==> config.mk <==
export PLATFORM = sky130hd
export DESIGN_NAME = div_arbiter
export DESIGN_NICKNAME = d
export VERILOG_FILES = /design/src/rtl/div_arbiter.sv
export SDC_FILE = /design/constraint.sdc
export NUM_CORES = 1
export LEC_CHECK = 0
export ABC_AREA = 1
export BUFFER_PORTS_ARGS = -buffer_cell sky130_fd_sc_hd__buf_2
export CAP_MARGIN = 20
export CORE_UTILIZATION = 45
export CTS_CLUSTER_DIAMETER = 120
export DETAILED_ROUTE_END_ITERATION = 8
export GPL_ROUTABILITY_DRIVEN = 0
export GPL_TIMING_DRIVEN = 0
export PLACE_DENSITY = 0.69
export SLEW_MARGIN = 20
export SYNTH_ARGS = -nofsm -noshare
export SYNTH_HDL_FRONTEND = slang
export SYNTH_SLANG_ARGS = --single-unit
export TNS_END_PERCENT = 50
==> constraint.sdc <==
create_clock -name clk -period 11.3 [get_ports clk]
set_input_delay 0.565 -clock clk [delete_from_list [all_inputs] [get_ports clk]]
set_output_delay 0.565 -clock clk [all_outputs]
set_load 0.02 [all_outputs]
==> src/rtl/div_arbiter.sv <==
// Round-robin front end for one shared signed Q-format divider: per-requester
// operand slots, rotating grant, level start/done handshake, local div-by-zero and timeout.
module div_arbiter_slot #(
  parameter int W = 16
) (
  input  logic         clk,
  input  logic         reset,
  input  logic         load,
  input  logic         clear,
  input  logic [W-1:0] num_in,
  input  logic [W-1:0] den_in,
  output logic         pending,
  output logic [W-1:0] num,
  output logic [W-1:0] den
);
  always_ff @(posedge clk or posedge reset) begin
    if (reset) begin
      pending <= 1'b0;
      num     <= '0;
      den     <= '0;
    end else if (load) begin
      pending <= 1'b1;
      num     <= num_in;
      den     <= den_in;
    end else if (clear) begin
      pending <= 1'b0;
    end
  end
endmodule

module div_arbiter #(
  parameter int NREQ    = 3,
  parameter int W       = 16,
  parameter int TIMEOUT = 64
) (
  input  logic                    clk,
  input  logic                    reset,
  input  logic [NREQ-1:0]         req_valid,
  output logic [NREQ-1:0]         req_ready,
  input  logic [NREQ*W-1:0]       req_num,
  input  logic [NREQ*W-1:0]       req_den,
  output logic                    resp_valid,
  output logic [$clog2(NREQ)-1:0] resp_id,
  output logic [W-1:0]            resp_result,
  output logic                    resp_err,
  output logic                    busy,
  output logic                    div_start,
  output logic [W-1:0]            div_num,
  output logic [W-1:0]            div_den,
  input  logic                    div_done,
  input  logic [W-1:0]            div_result
);
  localparam int IW = $clog2(NREQ);
  localparam int CW = $clog2(TIMEOUT);
  localparam logic [W-1:0] SAT_POS = {1'b0, {(W-1){1'b1}}};
  localparam logic [W-1:0] SAT_NEG = {1'b1, {(W-2){1'b0}}, 1'b1};

  typedef enum logic [1:0] {IDLE, ISSUE, DRAIN} state_t;

  state_t                   state, state_n;
  logic [IW-1:0]            rr_ptr, rr_n, win;
  logic [CW-1:0]            cnt, cnt_n;
  logic                     found;
  logic [NREQ-1:0]          pending, load, clear;
  logic [NREQ-1:0][W-1:0]   slot_num, slot_den;
  logic                     start_n, rv_n, err_n;
  logic [W-1:0]             num_n, den_n, res_n;
  logic [IW-1:0]            rid_n;

  // Ready is low while a slot is pending, so load and clear never hit the same slot.
  for (genvar i = 0; i < NREQ; i++) begin : g_slot
    assign load[i] = req_valid[i] & ~pending[i];
    div_arbiter_slot #(.W(W)) u_slot (
      .clk     (clk),
      .reset   (reset),
      .load    (load[i]),
      .clear   (clear[i]),
      .num_in  (req_num[i*W +: W]),
      .den_in  (req_den[i*W +: W]),
      .pending (pending[i]),
      .num     (slot_num[i]),
      .den     (slot_den[i])
    );
  end

  assign req_ready = ~pending;
  assign busy      = (state != IDLE) | (|pending);

  // First pending slot after the last winner, wrapping modulo NREQ.
  always_comb begin
    found = 1'b0;
    win   = rr_ptr;
    for (int k = 1; k <= NREQ; k++) begin
      int j;
      j = (int'(rr_ptr) + k) % NREQ;
      if (!found && pending[j]) begin
        found = 1'b1;
        win   = IW'(j);
      end
    end
  end

  always_comb begin
    state_n = state;
    rr_n    = rr_ptr;
    cnt_n   = cnt;
    start_n = div_start;
    num_n   = div_num;
    den_n   = div_den;
    rv_n    = 1'b0;
    rid_n   = resp_id;
    res_n   = resp_result;
    err_n   = resp_err;
    clear   = '0;
    case (state)
      IDLE: begin
        if (found) begin
          rr_n = win;
          if (slot_den[win] != '0) begin
            num_n   = slot_num[win];
            den_n   = slot_den[win];
            start_n = 1'b1;
            cnt_n   = '0;
            state_n = ISSUE;
          end else begin
            // Divide by zero never reaches the divider; saturate toward the numerator sign.
            rv_n       = 1'b1;
            err_n      = 1'b1;
            rid_n      = win;
            res_n      = slot_num[win][W-1] ? SAT_NEG : SAT_POS;
            clear[win] = 1'b1;
          end
        end
      end
      ISSUE: begin
        cnt_n = cnt + CW'(1);
        if (div_done) begin
          res_n         = div_result;
          err_n         = 1'b0;
          rv_n          = 1'b1;
          rid_n         = rr_ptr;
          clear[rr_ptr] = 1'b1;
          start_n       = 1'b0;
          state_n       = DRAIN;
        end else if (cnt == CW'(TIMEOUT-1)) begin
          res_n         = '0;
          err_n         = 1'b1;
          rv_n          = 1'b1;
          rid_n         = rr_ptr;
          clear[rr_ptr] = 1'b1;
          start_n       = 1'b0;
          state_n       = DRAIN;
        end
      end
      DRAIN: begin
        // Wait for the divider to drop done before another start can be issued.
        if (!div_done) state_n = IDLE;
      end
      default: state_n = IDLE;
    endcase
  end

  always_ff @(posedge clk or posedge reset) begin
    if (reset) begin
      state       <= IDLE;
      rr_ptr      <= IW'(NREQ-1);
      cnt         <= '0;
      div_start   <= 1'b0;
      div_num     <= '0;
      div_den     <= '0;
      resp_valid  <= 1'b0;
      resp_id     <= '0;
      resp_result <= '0;
      resp_err    <= 1'b0;
    end else begin
      state       <= state_n;
      rr_ptr      <= rr_n;
      cnt         <= cnt_n;
      div_start   <= start_n;
      div_num     <= num_n;
      div_den     <= den_n;
      resp_valid  <= rv_n;
      resp_id     <= rid_n;
      resp_result <= res_n;
      resp_err    <= err_n;
    end
  end
endmodule

---- Word level (Yosys, flattened, before mapping) ----
Cells that the tools add are included.
operators by class
  mux-type cells .......................... 69
  equal/unequal tests ..................... 8
  reductions and logical operators ........ 20
  $lt $le $gt $ge ......................... 7
  div/mod/pow operators ................... 3
  bitwise logic cells ..................... 8
  add/sub/neg operators ................... 4
operators by type and width
  kind                     number
  $mux W16                 7
  $lt A32 B4 Y1 const B    3
  $mod A32 B3 Y32 const B  3
  $bmux W16 S2             2
  $pmux W16 S2             1
  $mux W1                  29
  $mux W2                  12
  $reduce_bool A16 Y1      1
  $mux W3                  4
  $mux W6                  2
  $pmux W6 S2              1
  $reduce_and A4 Y1        3
  $reduce_bool A2 Y1       5
  $ne A2 B2 Y1 const B     4
  $add A2 B2 Y3 const B    2
  $add A6 B1 Y6 const B    1
  $bmux W1 S2              3
  $eq A6 B6 Y1 const B     1
  $lt A2 B3 Y1 const B     2
  $pmux W1 S2              3
  $pmux W2 S3              1
  $pmux W3 S2              1
  $reduce_and A3 Y1        2
  $demux W1 S2             2
  15 further kinds         24
storage, ports and cells
  word-level logic and storage cells ...... 138
  register bits after elaboration ......... 162

---- Logic depth before layout (Yosys ltp) ----
  depth in word-level cells ............... 21
  mapped depth ............................ 25
  depth with buffers taken out ............ 22

---- Modules after synthesis ----
A second synthesis with hierarchy kept.
second synthesis, totals
  cells, all modules ...................... 1032
  area, all modules ....................... 8166.6 µm²
modules (own cells, without submodules)
  module            cells an instance  times used  area an instance (µm²)
  div_arbiter       609                1           4176.5
  div_arbiter_slot  141                3           1330.0

---- Least setup slack after synthesis ----
Ideal clock, no wire load.
  path type ............................... reg2reg
  start point ............................. reg rr_ptr[1]
  end point ............................... reg resp_id[1]
  data required time ...................... 11183 ps
  cell stages (with the launch flop) ...... 26
  period minus slack after synthesis ...... 2903 ps
  setup slack ............................. 8397 ps
  arrival time ............................ 2786 ps
  path through ............................ dfstp_2 inv_1 ha_1 buf_4 inv_2 nand2_1 nand3_2 nand2_4 nand2_1 inv_1 o21ai_1 nand2_1 o21ai_2 buf_2 nand3_1 nand2_1 nor2_1 nand2_1 nor2_1 nand2_2 nand2_4 nand2_2 clkinv_2 buf_6 nand2_1 nand2_1
between the ends
  cells in the longest elaborated chain, start to end .. 17
RTL lines
  item                                         RTL line  source
  start: declaration                           61        logic [IW-1:0] rr_ptr, rr_n, win;
  start signal: assignment                     166       rr_ptr <= IW'(NREQ-1);
  start signal: assignment                     177       rr_ptr <= rr_n;
  $add A2 B1 Y3                                95        j = (int'(rr_ptr) + k) % NREQ;
  $mod A32 B3 Y32                              95
  $bmux W1 S2                                  96        if (!found && pending[j]) begin
  $mux W1 (not written as such) (2 in series)  96
  $mux W1                                      96
  $logic_not A1 Y1                             96
  $logic_and A1 B1 Y1                          96
  $mux W1                                      96
  $logic_not A1 Y1                             96
  $logic_and A1 B1 Y1                          96
  $mux W2                                      96
  $bmux W16 S2                                 119       if (slot_den[win] != '0) begin
  $mux W16 (not written as such)               119
  $reduce_bool A16 Y1                          119
  $ne A2 B2 Y1 (no line)                       -
  $reduce_and A4 Y1 (no line)                  -
  end signal: assignment                       183       resp_id <= rid_n;
  end: declaration                             43        output logic [$clog2(NREQ)-1:0] resp_id,
Several ways; a longest one is shown, not always the timed one. The select of a mux whose other input is x is not followed.
A chain may end at the register's enable or synchronous reset.

---- Worst setup path in the final report ----
  start point ............................. reg rr_ptr[1]
  end point ............................... reg cnt[5]
between the ends
  cells in the longest elaborated chain, start to end .. 17
RTL lines
  item                                         RTL line  source
  $add A2 B1 Y3                                95
  $mod A32 B3 Y32                              95
  $bmux W1 S2                                  96
  $mux W1 (not written as such) (2 in series)  96
  $mux W1                                      96
  $logic_not A1 Y1                             96
  $logic_and A1 B1 Y1                          96
  $mux W1                                      96
  $logic_not A1 Y1                             96
  $logic_and A1 B1 Y1                          96
  $mux W2                                      96
  $bmux W16 S2                                 119
  $mux W16 (not written as such)               119
  $reduce_bool A16 Y1                          119
  $ne A2 B2 Y1 (no line)                       -
  $reduce_and A3 Y1 (no line) (*)              -
  end signal: assignment                       178       cnt <= cnt_n;
  end: declaration                             62        logic [CW-1:0] cnt, cnt_n;
Mark *: on every way between the ends. The rest lies on a longest branch, timed or not. The select of a mux whose other input is x is not followed.

==> summary.txt <==
Worst-path clk slew = 70 ps
total CTS buffers = 17
Initial DRC Count = 335
Worst R2R End = cnt[5]$_DFFE_PP0P_
CP Max Fanout = 10
die area = 17400 um^2
WS Path Type = register to register
Main synth FF type = dfrtp_1
number of synthesized flops with an enable pin = 0
CP most frequent cell = nand2_1
Peak Freq = 0.282 GHz
max incr delay on CP = 570 ps
cell row count = 47
# resized after CTS = 0
initial antenna violation count = 0
Mapped Area = 7610 um^2
Slew @ Worst Pin = 704 ps
Final setup viols = 0
crit-path leading delay family = simple AND/OR/NAND/NOR gates
Relative slew margins = 53.1%
R2R Setup Slk = 7750 ps
first-pass GRT wire length = 32200 um
post-route ant nets = 0
clock tree buffer depth = 2
clock skew = 7.99 ps
Critical Path RT = 11650 ps
post-synthesis cell count = 870
synth unique cells = 33
post-DR vias/cell = 4.94
area leader, netlist = dfrtp_1
Starting Density = 46.0%
Crit. End Element = register
layout cells sized above 1 = 29.0%
post-synth top area share = 53.0%
slowest stage cell, crit path = dfstp_2
FF-to-FF path depth = 24
CP cell instances = inv_1 -> ha_1 -> buf_4 -> inv_2 -> nand2_1 -> nand3_2 -> nand2_4 -> nand2_1 -> nand3_2 -> nand3_2 -> nand2_2 -> buf_4 -> nand2_1 -> nand3_1 -> nand2_1 -> nor2_1 -> nand2_1 -> nor2_1 -> nand2_2 -> nor2_2 -> inv_1 -> nand2_1 -> nand2_1 -> o21ai_1
CTS tree = yes
synth warn = 0
hold_buf cts = 0
First-pass DRT Iterations = 5
Detailed Route WL = 19600 um
Synth top cells by count = nand2_1, dfrtp_1, nor2_1
max-slew violations = 0
flops & latches, synth = 162
Die Y = 132 um
Die X = 132 um
core area = 16500 um^2
Top Ports = 175
Layout area overhead = 23.6%
CP Launch Type = register
vias in the first global route = 6220
total track usage = 23.8%
vias = 6413
nets@finish = 1188
Hold Path Class = primary input to async pin
Clock Latency Late Sink = 430 ps
Async S/R FF share, synth = 100%
critical path arrival = 3900 ps
final worst path period need = 3550 ps
post-synthesis net count = 994
n_diodes = 0
status = completed
half-perimeter wire length after placement = 14400 um
most common cell in the netlist = nand2_1
Setup Buffers After CTS = 0
Final Hold Viols = 0
Seq/Total Area, Yosys = 53.3%
DR WL/cell = 15.1 um
DRC = 0
Buffers & Inverters on Critical Path = 5
H-tree levels = 4
largest net degree at the start of global routing = 87
worst r2r src = rr_ptr[1]$_DFFE_PP1P_
unrepaired setup endpoints after global routing = no
Overflow after GRT = 0
top cells by area, synth = dfrtp_1, nand2_1, mux2_2
Sink Count = 162
port bufs = 174
Max Cap Violations = 0
Final Cycle Share = 31.4%
TNS Setup = 0 ps
syn_area_per_cell = 8.74 um^2
Root Buffer = clkbuf_16
[sequential cells by signal, summed over array words and instances, names as in the netlist]
| signal | cells |
|---|---|
| resp_id | 2 |
| state | 2 |
| g_slot.u_slot.pending | 3 |
| div_start | 1 |
| div_num | 16 |
| rr_ptr | 2 |
| g_slot.u_slot.num | 48 |
| cnt | 6 |
| div_den | 16 |
| resp_result | 16 |
| resp_err | 1 |
| resp_valid | 1 |
| g_slot.u_slot.den | 48 |
[how the worst max path moves through the flow]
| stage | endpoint | cells past startpoint | start |
|---|---|---|---|
| 2_1_floorplan | cnt[0]$_DFFE_PP0P_ | 1 | reset |
| 3_3_place_gp | g_slot[0].u_slot.num[9]$_DFFE_PP0P_ | 2 | reset |
| 3_5_place_dp | cnt[4]$_DFFE_PP0P_ | 24 | rr_ptr[1]$_DFFE_PP1P_ |
| 4_1_cts | cnt[5]$_DFFE_PP0P_ | 24 | rr_ptr[1]$_DFFE_PP1P_ |
| 5_1_grt | cnt[5]$_DFFE_PP0P_ | 24 | rr_ptr[1]$_DFFE_PP1P_ |
| 6_report | cnt[5]$_DFFE_PP0P_ | 24 | rr_ptr[1]$_DFFE_PP1P_ |
[logic make-up (layout without fill, tap and decap cells)]
family,count (synthesis),count (layout),share of synthesized area (%)
DFF,162,162,53.3
AOI/OAI and AO/OA,99,99,6.65
buffers and inverters,109,316,6.37
muxes,56,56,8.29
and+or+nand+nor,437,437,24.3
xor gates and xnor gates,1,1,0.115
adders and majority gates,6,6,0.987
[layout make-up]
type	instances	area (um^2)
clock inverters	14	178
fillers	1488	7120
plain buffers	39	218
repair buffers	175	898
clock buffers	18	439
multi-input cells	599	3070
inverters	70	274
flip-flops and latches	162	4060
well taps	220	275
[per-stage QoR]
stage	std cells	hold slack (ps)	area [um^2]	utilization, %	setup slack, ps
floorplan	870	470	7610	-	6360
global placement	1264	451	8750	53.0	4420
detailed placement	1265	453	8790	53.2	7810
CTS	1297	227	9400	56.9	7760
global route	1297	260	9400	56.9	7400
finish	1297	216	9400	56.9	7750
[cells in the final DEF (no fill, tap or decap), types with 2 or more instances in the layout]
master        n
inv_1        61
o21ai_0      37
buf_6         5
clkinv_2      2
nand2_2       5
clkinv_4      3
dfrtp_1     161
bufinv_16     3
clkbuf_1     19
nand4_1       3
mux2_2       56
clkbuf_16    17
buf_4         6
inv_6         3
o21ai_2       2
clkinvlp_4    4
nand3_2       3
nand3_1      64
inv_2         6
ha_1          6
nand2_1     273
nor2_1       74
nand3b_1      5
nand2_4       3
buf_2       183
nor2_2        2
a21oi_1      50
o21ai_1       8
[per-layer routing]
| layer | share of wire [%] | wire (um) | track usage [%] |
|---|---|---|---|
| met5 | 0 | 0 | 0 |
| met4 | 1.7 | 331 | 8.46 |
| met3 | 5.1 | 998 | 5.00 |
| met2 | 48 | 9450 | 38.1 |
| met1 | 45 | 8780 | 32.2 |
Power is left out: the tool's default activity adds up to more than one toggle a clock period on the data nets, which glitch-free logic cannot reach.
